File: src/rtl/ir_pkg.sv
// ir_pkg: NEC command codes, display mode encodings and dispatcher FSM state
package ir_pkg;
  localparam logic [7:0] CMD_POWER  = 8'h80;
  localparam logic [7:0] CMD_CH_DN  = 8'h38;
  localparam logic [7:0] CMD_CH_UP  = 8'h18;
  localparam logic [7:0] CMD_VOL_DN = 8'h08;
  localparam logic [7:0] CMD_VOL_UP = 8'h30;
  localparam logic [7:0] CMD_MENU   = 8'h50;
  localparam logic [7:0] CMD_NUM1   = 8'hA8;
  localparam logic [7:0] CMD_NUM2   = 8'h68;
  localparam logic [7:0] CMD_NUM3   = 8'hE8;
  localparam logic [1:0] DISP_BLANK = 2'd0;
  localparam logic [1:0] DISP_CH    = 2'd1;
  localparam logic [1:0] DISP_VOL   = 2'd2;
  typedef enum logic {IDLE, HELD} state_t;
endpackage

File: src/rtl/ir_hold_timer.sv
// ir_hold_timer: key-release timeout, expires after CYCLES enabled cycles since the last clear
module ir_hold_timer #(
  parameter int CYCLES = 6_000_000
) (
  input  logic clk,
  input  logic rst_n,
  input  logic en,
  input  logic clr,
  output logic expired
);
  localparam int W = CYCLES > 1 ? $clog2(CYCLES) : 1;
  logic [W-1:0] cnt;
  assign expired = en && !clr && cnt == W'(CYCLES - 1);
  always_ff @(posedge clk)
    if (!rst_n || clr || !en || expired) cnt <= '0;
    else cnt <= cnt + 1'b1;
endmodule

File: src/rtl/ir_cmd_dispatcher.sv
// ir_cmd_dispatcher: NEC frame/repeat to power, channel, volume and display control
// Define IRC_INV_CHECK_EN to also require valid inverted address/command bytes.
module ir_cmd_dispatcher
  import ir_pkg::*;
#(
  parameter int         CLK_FREQ       = 50_000_000,
  parameter logic [7:0] DEV_ADDR       = 8'h4D,
  parameter int         REL_TIMEOUT_MS = 120,
  parameter int         REP_SKIP       = 3,
  parameter int         CH_MAX         = 99,
  parameter int         VOL_MAX        = 63
) (
  input  logic        sys_clk,
  input  logic        sys_rst_n,
  input  logic        frame_vld,
  input  logic [31:0] frame_data,
  input  logic        repeat_vld,
  output logic        power_on,
  output logic [6:0]  channel,
  output logic [5:0]  volume,
  output logic [6:0]  disp_num,
  output logic [1:0]  disp_mode,
  output logic        frame_err
);
  localparam longint TO_L = longint'(REL_TIMEOUT_MS) * longint'(CLK_FREQ) / longint'(1000);
  localparam int TO_CYC = int'(TO_L);
  localparam int RW = $clog2(REP_SKIP + 2);
  localparam logic [6:0] CH_TOP = 7'(CH_MAX);
  localparam logic [5:0] VOL_TOP = 6'(VOL_MAX);
  state_t state;
  logic [7:0] cmd, cmd_lat, act_cmd;
  logic [RW-1:0] rep_cnt, rep_nxt;
  logic addr_ok, new_frame, rep_go, rep_act, act, expired;
  logic pw_n;
  logic [6:0] ch_n;
  logic [5:0] vol_n;
  logic [1:0] mode_n;
  assign cmd = frame_data[23:16];
`ifdef IRC_INV_CHECK_EN
  assign addr_ok = frame_data[7:0] == DEV_ADDR && frame_data[15:8] == ~frame_data[7:0]
                   && frame_data[31:24] == ~cmd;
`else
  logic unused_inv;
  assign unused_inv = ^{frame_data[31:24], frame_data[15:8]};
  assign addr_ok = frame_data[7:0] == DEV_ADDR;
`endif
  assign new_frame = frame_vld && addr_ok;
  assign rep_go = repeat_vld && !frame_vld && state == HELD;
  assign rep_nxt = &rep_cnt ? rep_cnt : rep_cnt + 1'b1;
  // Only stepping keys auto-repeat, and only once the skip count is exceeded
  assign rep_act = rep_go && 32'(rep_nxt) > REP_SKIP
                   && cmd_lat inside {CMD_CH_UP, CMD_CH_DN, CMD_VOL_UP, CMD_VOL_DN};
  assign act = new_frame || rep_act;
  assign act_cmd = new_frame ? cmd : cmd_lat;
  always_comb begin
    pw_n = power_on;
    ch_n = channel;
    vol_n = volume;
    mode_n = disp_mode;
    if (act && act_cmd == CMD_POWER) begin
      pw_n = !power_on;
      mode_n = power_on ? DISP_BLANK : DISP_CH;
    end else if (act && power_on) begin
      case (act_cmd)
        CMD_CH_UP:  begin ch_n = channel >= CH_TOP ? 7'd1 : channel + 7'd1; mode_n = DISP_CH; end
        CMD_CH_DN:  begin ch_n = channel <= 7'd1 ? CH_TOP : channel - 7'd1; mode_n = DISP_CH; end
        CMD_VOL_UP: begin vol_n = volume >= VOL_TOP ? VOL_TOP : volume + 6'd1; mode_n = DISP_VOL; end
        CMD_VOL_DN: begin vol_n = volume == 6'd0 ? 6'd0 : volume - 6'd1; mode_n = DISP_VOL; end
        CMD_MENU:   mode_n = disp_mode == DISP_CH ? DISP_VOL : DISP_CH;
        CMD_NUM1:   begin ch_n = 7'd1; mode_n = DISP_CH; end
        CMD_NUM2:   begin ch_n = 7'd2; mode_n = DISP_CH; end
        CMD_NUM3:   begin ch_n = 7'd3; mode_n = DISP_CH; end
        default: ;
      endcase
    end
  end
  always_ff @(posedge sys_clk)
    if (!sys_rst_n) begin
      power_on <= 1'b0;
      channel <= 7'd1;
      volume <= 6'd20;
      disp_num <= '0;
      disp_mode <= DISP_BLANK;
      frame_err <= 1'b0;
      state <= IDLE;
      rep_cnt <= '0;
      cmd_lat <= '0;
    end else begin
      power_on <= pw_n;
      channel <= ch_n;
      volume <= vol_n;
      disp_mode <= mode_n;
      disp_num <= mode_n == DISP_CH ? ch_n : mode_n == DISP_VOL ? 7'(vol_n) : 7'd0;
      frame_err <= frame_vld && !addr_ok;
      if (new_frame) begin
        state <= HELD;
        cmd_lat <= cmd;
        rep_cnt <= '0;
      end else if (rep_go) rep_cnt <= rep_nxt;
      else if (expired) state <= IDLE;
    end
  ir_hold_timer #(.CYCLES(TO_CYC)) u_timer (
    .clk(sys_clk),
    .rst_n(sys_rst_n),
    .en(state == HELD),
    .clr(new_frame || rep_go),
    .expired(expired)
  );
endmodule

File: config.mk
export PLATFORM = sky130hd
export DESIGN_NAME = ir_cmd_dispatcher
export DESIGN_NICKNAME = d
export VERILOG_FILES = /design/src/rtl/ir_pkg.sv /design/src/rtl/ir_hold_timer.sv /design/src/rtl/ir_cmd_dispatcher.sv
export SDC_FILE = /design/constraint.sdc
export NUM_CORES = 1
export LEC_CHECK = 0
export BUFFER_PORTS_ARGS = -buffer_cell sky130_fd_sc_hd__buf_2
export CAP_MARGIN = 10
export CORE_ASPECT_RATIO = 0.7
export CORE_MARGIN = 1
export CORE_UTILIZATION = 55
export DETAILED_ROUTE_END_ITERATION = 6
export PLACE_DENSITY_LB_ADDON = 0.15
export SLEW_MARGIN = 20
export SYNTH_ARGS = -nofsm -noshare
export SYNTH_HDL_FRONTEND = slang
export SYNTH_SLANG_ARGS = --single-unit
export TNS_END_PERCENT = 20
File: constraint.sdc
create_clock -name sys_clk -period 3.6 [get_ports sys_clk]
set_input_delay 0.36 -clock sys_clk [delete_from_list [all_inputs] [get_ports sys_clk]]
set_output_delay 0.36 -clock sys_clk [all_outputs]
set_load 0.005 [all_outputs]
# After elaboration in Yosys (flattened, before gate mapping)
# Index checks and enable logic that the tools add are counted.
[word_totals] reg_bits=59 inputBits=36 out_inout_bits=24 wordCells=91
[op_classes] addsub=6 n_lt_le_gt_ge=4 n_eq_ne=19 muxes=22 n_bitwise=1 n_reduce_logical=29
[ops] op="$mux 7" count=5
[ops] op="$pmux 7 s5" count=1
[ops] op="$eq 8x6->1 const B" count=4
[ops] op="$mux 6" count=5
[ops] op="$eq 8x7->1 const B" count=3
[ops] op="$eq 8x8->1 const B" count=3
[ops] op="$add 23x1->23 const B" count=1
[ops] op="$eq 23x23->1 const B" count=1
[ops] op="$eq 8x4->1 const B" count=2
[ops] op="$eq 8x5->1 const B" count=2
[ops] op="$pmux 6 s2" count=1
[ops] op="$logic_and 1x1->1" count=10
[ops] op="$mux 8" count=1
[ops] op="$add 7x1->7 const B" count=1
[ops] op="$ge 7x7->1 const B" count=1
[ops] op="$le 7x1->1 const B" count=1
[ops] op="$sub 7x1->7 const B" count=1
[ops] op="$add 6x1->6 const B" count=1
[ops] op="$ge 6x6->1 const B" count=1
[ops] op="$logic_not 1->1" count=6
[ops] op="$logic_not 6->1" count=1
[ops] op="$mux 2" count=3
[ops] op="$pmux 2 s3" count=1
[ops] op="$sub 6x1->6 const B" count=1
[ops] op="other kinds (15)" count=24

# Depth between registers and ports, before layout
[depth] word_depth=12 depth_mapped=9 ltp_nobuf=9

# Hierarchy
# A second synthesis with hierarchy kept.
[hier_totals] cells_unflattened=446 area_unflattened_um2=3684.8
[modules_own_cells] mod="ir_cmd_dispatcher" instances=1 cells_per_inst=320 area_each_um2=2571.2 seq_area_each_um2=720.7
[modules_own_cells] mod="ir_hold_timer" instances=1 cells_per_inst=126 area_each_um2=1113.6 seq_area_each_um2=460.4

# Worst setup path after synthesis
# OpenSTA, ideal clock, no wires.
[synth_timing] path_kind="input port to flip-flop" start="in frame_data[18]" end="reg disp_num[2]" setup_time_ps=117 arrival_ps=2470 required_time_ps=3483 slack_ps=1013 cell_stages=8 path_buffers=1 cell_sequence="or4b_1 > buf_2 > nor4b_4 > mux2i_2 > a2111oi_4 > o21ai_1 > a22o_1 > a32o_2"
[synth_between] elab_chain_len=9 word_cells_on_any_way=26 cone_classes="11 x eq/ne; 12 x mux; 3 x reduce/logical"
[synth_lines] element="start: declaration" line_no="ir_cmd_dispatcher.sv:16" rtl="input logic [31:0] frame_data,"
[synth_lines] element="$mux 8 (*)"
[synth_lines] element="$eq 8x8->1 (tied with other cells)" line_no="ir_cmd_dispatcher.sv:64" rtl="case (act_cmd)"
[synth_lines] element="$reduce_or 5->1 (no line) / $reduce_or 2->1 (equally long branches)"
[synth_lines] element="$pmux 2 s3" line_no="ir_cmd_dispatcher.sv:64"
[synth_lines] element="$mux 2" line_no="ir_cmd_dispatcher.sv:63" rtl="end else if (act && power_on) begin"
[synth_lines] element="$mux 2" line_no="ir_cmd_dispatcher.sv:60" rtl="if (act && act_cmd == CMD_POWER) begin"
[synth_lines] element="$eq 2x2->1" line_no="ir_cmd_dispatcher.sv:93" rtl="disp_num <= mode_n == DISP_CH ? ch_n : mode_n == DISP_VOL ? 7'(vol_n) : 7'd0;"
[synth_lines] element="$mux 6" line_no="ir_cmd_dispatcher.sv:93"
[synth_lines] element="$mux 7 (*)" line_no="ir_cmd_dispatcher.sv:93"
[synth_lines] element="end signal: assignment" line_no="ir_cmd_dispatcher.sv:93"
[synth_lines] element="end: declaration" line_no="ir_cmd_dispatcher.sv:21" rtl="output logic [6:0] disp_num,"
# Mark *: on every way between the ends. The rest lies on a longest branch, timed or not.
# A chain may end at the register's enable or synchronous reset.

# Final worst setup path
[layout_timing] start="reg cmd_lat[0]" end="reg disp_num[2]"
[layout_between] elab_chain_len=10 word_cells_on_any_way=34 cone_classes="15 x eq/ne; 12 x mux; 7 x reduce/logical"
[layout_lines] element="start: declaration" line_no="ir_cmd_dispatcher.sv:31" rtl="logic [7:0] cmd, cmd_lat, act_cmd;"
[layout_lines] element="start signal: assignment" line_no="ir_cmd_dispatcher.sv:97" rtl="cmd_lat <= cmd;"
[layout_lines] element="branches (longest 9 deep; another with $mux 8)"
[layout_lines] element="$mux 7 (*)" line_no="ir_cmd_dispatcher.sv:93"
# Mark *: on every way between the ends.

==> impl_metrics.xml <==
<?xml version="1.0" encoding="UTF-8"?>
<metrics>
  <group name="setup_path">
    <metric name="endpoint_kind" unit="">flop</metric>
    <metric name="cpLargestDelayFamily" unit="">compound AO/OA/AOI/OAI gates</metric>
    <metric name="rr_endpoint" unit="">disp_num[2]</metric>
    <metric name="ff_to_ff_start" unit="">cmd_lat[0]</metric>
    <metric name="worstSetupStartpointType" unit="">flop</metric>
    <metric name="r2r.worst_path.cells" unit="">7</metric>
    <metric name="cp.buffers_inverters" unit="">0</metric>
    <metric name="path_max_fanout" unit="">11</metric>
    <metric name="critical_path.cell_chain" unit="">or4b_1 &gt; nor4b_4 &gt; mux2i_2 &gt; a2111oi_4 &gt; o21ai_1 &gt; a22o_1 &gt; a32o_2</metric>
    <metric name="critPathArrivalTime" unit="ns">3.29</metric>
    <metric name="worstPathRequired" unit="ns">3.83</metric>
    <metric name="reg2reg_slack" unit="ns">0.54</metric>
    <metric name="cp_slowest_cell" unit="">sky130_fd_sc_hd__or4b_1</metric>
    <metric name="path_class" unit="">flop to flop</metric>
    <metric name="critical_path.max_stage_delay" unit="ns">0.66</metric>
  </group>
  <group name="sta">
    <metric name="setup_viol" unit="">0</metric>
    <metric name="max_freq" unit="GHz">0.327</metric>
    <metric name="timing_max_transition_violations_final" unit="">0</metric>
    <metric name="final_hold_viol_count" unit="">0</metric>
    <metric name="timing.slew.headroom" unit="%">50.8</metric>
    <metric name="final.hold.worst_slack" unit="ns">0.279</metric>
    <metric name="setup_total_negative_slack" unit="ns">0</metric>
    <metric name="grt_setup_unrepaired" unit="">no</metric>
    <metric name="period_share" unit="%">85.0</metric>
    <metric name="finalWorstPathRequiredPeriod" unit="ns">3.06</metric>
    <metric name="clock_skew" unit="ns">0.0141</metric>
    <metric name="worst-slew-pin-transition" unit="ns">0.724</metric>
  </group>
  <group name="synthesis">
    <metric name="synth_top_area_share" unit="%">32.8</metric>
    <metric name="synth_edf_count" unit="">0</metric>
    <metric name="synth_cell_type_count" unit="">84</metric>
    <metric name="ys_seq_elements" unit="">59</metric>
    <metric name="synth_compound_area_share" unit="%">20.0</metric>
    <metric name="synth.most_common_cell" unit="">sky130_fd_sc_hd__nor2_1</metric>
    <metric name="post_synth_and_or_nand_nor_area_fraction" unit="%">29.7</metric>
    <metric name="post_synthesis_instance_area" unit="sq um">3600</metric>
    <metric name="synth_common_cells" unit="">sky130_fd_sc_hd__nor2_1 (62), sky130_fd_sc_hd__dfxtp_1 (59), sky130_fd_sc_hd__nand2_1 (32)</metric>
    <metric name="synth.avg_cell_area" unit="sq um">8.42</metric>
    <metric name="netlist_instances" unit="">428</metric>
    <metric name="syn_nets" unit="">472</metric>
    <metric name="async_reset_ff_share" unit="%">0</metric>
    <metric name="seq_area_frac_synth" unit="%">32.8</metric>
    <metric name="synth_top_family_by_area" unit="">simple AND/OR/NAND/NOR gates</metric>
    <metric name="netlist_top_cells_area" unit="">sky130_fd_sc_hd__dfxtp_1 (33%), sky130_fd_sc_hd__nor2_1 (6.5%), sky130_fd_sc_hd__xor2_1 (3.4%)</metric>
    <metric name="synth_adder_area_share" unit="%">2.78</metric>
    <metric name="synth.yosys.warnings" unit="">0</metric>
    <metric name="yosys.area.top_type" unit="">sky130_fd_sc_hd__dfxtp_1</metric>
    <metric name="synth-main-ff-cell" unit="">sky130_fd_sc_hd__dfxtp_1</metric>
    <metric name="post_synth_xor_area_fraction" unit="%">5.59</metric>
    <metric name="synthMuxAreaShare" unit="%">5.35</metric>
  </group>
  <group name="detailed_routing">
    <metric name="wl_met3" unit="um">644</metric>
    <metric name="first_pass_iters" unit="">5</metric>
    <metric name="wirelength" unit="mm">9.21</metric>
    <metric name="detail_route.wl_per_cell" unit="um">16.7</metric>
    <metric name="met1_length" unit="mm">4.75</metric>
    <metric name="dr_wl_met2" unit="mm">3.72</metric>
    <metric name="topRoutingLayerUsed" unit="">met4</metric>
    <metric name="route.detailed.drc" unit="">0</metric>
    <metric name="antenna_left" unit="">0</metric>
    <metric name="drt_iter0_markers" unit="">340</metric>
    <metric name="via_per_inst" unit="">6.14</metric>
    <metric name="route.vias.total" unit="">3377</metric>
  </group>
  <group name="clock_tree">
    <metric name="clockBufferDepth" unit="">2</metric>
    <metric name="clkTransAtPathRegs" unit="ns">0.07</metric>
    <metric name="cts_root_buf" unit="">sky130_fd_sc_hd__clkbuf_8</metric>
    <metric name="postCtsSetupBuffers" unit="">0</metric>
    <metric name="total_of_cells_resized_after_clock_tree_synthesis" unit="">0</metric>
    <metric name="tritoncts.num_buffers" unit="">9</metric>
    <metric name="cts_num_sinks" unit="">59</metric>
    <metric name="clock_latency" unit="ns">0.34</metric>
    <metric name="cts_hold_repair.buffers" unit="">0</metric>
    <metric name="clock_tree.htree_level_count" unit="">3</metric>
    <metric name="clock_tree_from_tritoncts" unit="">yes</metric>
  </group>
  <group name="run">
    <metric name="cap_violations" unit="">0</metric>
  </group>
  <group name="cells_and_area">
    <metric name="design.final.nets" unit="">511</metric>
    <metric name="layoutNonFillerInstCount" unit="">550</metric>
    <metric name="drive_gt1_share" unit="%">19.5</metric>
    <metric name="area_growth_syn_to_layout" unit="%">13.6</metric>
    <metric name="diodes" unit="">0</metric>
    <metric name="final_design_area_no_fill" unit="sq um">4090</metric>
    <metric name="utilization" unit="%">65.2</metric>
  </group>
  <group name="global_route">
    <metric name="grt_start_max_net_pins" unit="">24</metric>
    <metric name="global_route.overflow_total" unit="">0</metric>
    <metric name="number_of_global_route_vias_before_repair" unit="">2998</metric>
    <metric name="global_route_wire_length_before_repair" unit="mm">15.2</metric>
    <metric name="initial_antenna_violation_count" unit="">0</metric>
    <metric name="grt.total_usage" unit="%">28.1</metric>
  </group>
  <group name="placement">
    <metric name="number_of_instances_in_the_placed_design" unit="">534</metric>
    <metric name="routabilityCongestion" unit="">0.949</metric>
    <metric name="hpwl_after_dpl" unit="mm">6.74</metric>
    <metric name="buffer_ports.inserted" unit="">43</metric>
    <metric name="placedInstanceArea" unit="sq um">3840</metric>
  </group>
  <group name="worst_hold_path">
    <metric name="whs_path_depth" unit="">3</metric>
    <metric name="min_to" unit="">cmd_lat[0]</metric>
    <metric name="hold_path_startpoint" unit="">frame_data[16]</metric>
    <metric name="holdCritPathClass" unit="">primary input to flop</metric>
  </group>
  <group name="floorplanning">
    <metric name="die_width" unit="um">98.7</metric>
    <metric name="ios" unit="">60</metric>
    <metric name="rows" unit="">24</metric>
    <metric name="die_h" unit="um">69.7</metric>
    <metric name="fp.coreArea" unit="sq um">6280</metric>
    <metric name="dieArea" unit="sq um">6880</metric>
    <metric name="floorplan.initialDensity" unit="%">57.4</metric>
  </group>
  <group name="pwr">
    <metric name="p_seq_share" unit="%">45.0</metric>
    <metric name="comb_power_share" unit="%">4.1</metric>
    <metric name="netsw" unit="uW">307</metric>
    <metric name="irDropWorstVdd" unit="mV">0.189</metric>
    <metric name="leakage" unit="uW">0.00157</metric>
    <metric name="power_per_cell_area" unit="nW/um^2">359</metric>
    <metric name="p_sw_share" unit="%">20.9</metric>
    <metric name="clkPwrFrac" unit="%">51.0</metric>
    <metric name="internal_power" unit="uW">1160</metric>
  </group>
  <group name="run_status">
    <metric name="outcome" unit="">complete, no violations</metric>
  </group>
</metrics>
-- layer usage --
layer | global-route usage, % | vias to the layer above
li1 | - | 1658
met1 | 43.1 | 1579
met2 | 38.7 | 127
met3 | 7.06 | 13
met4 | 7.13 | 0
met5 | 0 | -
-- worst register-to-register path, cell delays in order (launching register included) --
cell and delay [ns]:
sky130_fd_sc_hd__dfxtp_1 0.34, sky130_fd_sc_hd__or4b_1 0.66, sky130_fd_sc_hd__nor4b_4 0.31, sky130_fd_sc_hd__mux2i_2 0.25, sky130_fd_sc_hd__a2111oi_4 0.65, sky130_fd_sc_hd__o21ai_1 0.20
sky130_fd_sc_hd__a22o_1 0.29, sky130_fd_sc_hd__a32o_2 0.27
-- cell usage in the layout (no fill, tap or decap), drive strengths merged, types with 5 or more instances in the layout --
master,instances
a211oi,6
a21oi,16
a31oi,5
and3,11
buf,45
clkbuf,10
dfxtp,59
ha,8
inv,15
mux2,5
mux2i,12
nand2,32
nand2b,5
nand3,23
nand4,6
nor2,63
nor3,13
o21ai,12
or2,7
xnor2,9
xor2,14
-- final cells by class --
class	count	area (sq um)
Clock inverter	6	111
Fill cell	554	2180
Multi-Input combinational cell	338	2280
Sequential cell	59	1180
Clock buffer	10	138
Timing Repair Buffer	45	230
Tap cell	78	97.6
Inverter	14	52.6
-- registers in the layout, indices dropped and copies added, names as in the netlist --
register	count
cmd_lat	8
disp_num	7
power_on	1
channel	7
rep_cnt	3
volume	6
state	1
disp_mode	2
u_timer.cnt	23
frame_err	1
-- worst max-delay path by stage --
stage	startpoint	to	cells after the start
floorplan	frame_data[18]	disp_num[2]	8
global placement	frame_data[18]	disp_num[2]	8
detailed placement	frame_data[18]	disp_num[2]	8
CTS	cmd_lat[2]	disp_num[2]	7
global route	cmd_lat[2]	disp_num[2]	7
finish	cmd_lat[0]	disp_num[2]	7
-- through the flow --
| stage | power, uW | setup slack, ns |
|---|---|---|
| after floorplan | 709 | 1.01 |
| after global placement | 734 | 0.516 |
| after detailed placement | 736 | 0.450 |
| after CTS | 1480 | 0.567 |
| after global routing | 1520 | 0.377 |
| final | 1470 | 0.540 |
-- cells by family after synthesis --
group,count (synthesis)
fa+ha+maj,8
simple gates,197
compound gates,93
flops,59
buf+inv,31
xor+xnor,23
mux,17
-- power groups by stage --
stage          Sequential (uW)  Clock (uW)  Combinational [uW]
2_1_floorplan              676           0                32.8
3_3_place_gp               676           0                58.2
3_5_place_dp               676           0                59.5
4_1_cts                    661         756                59.7
5_1_grt                    662         793                66.5
6_report                   661         749                59.8
(Power assumes the default switching activity.)
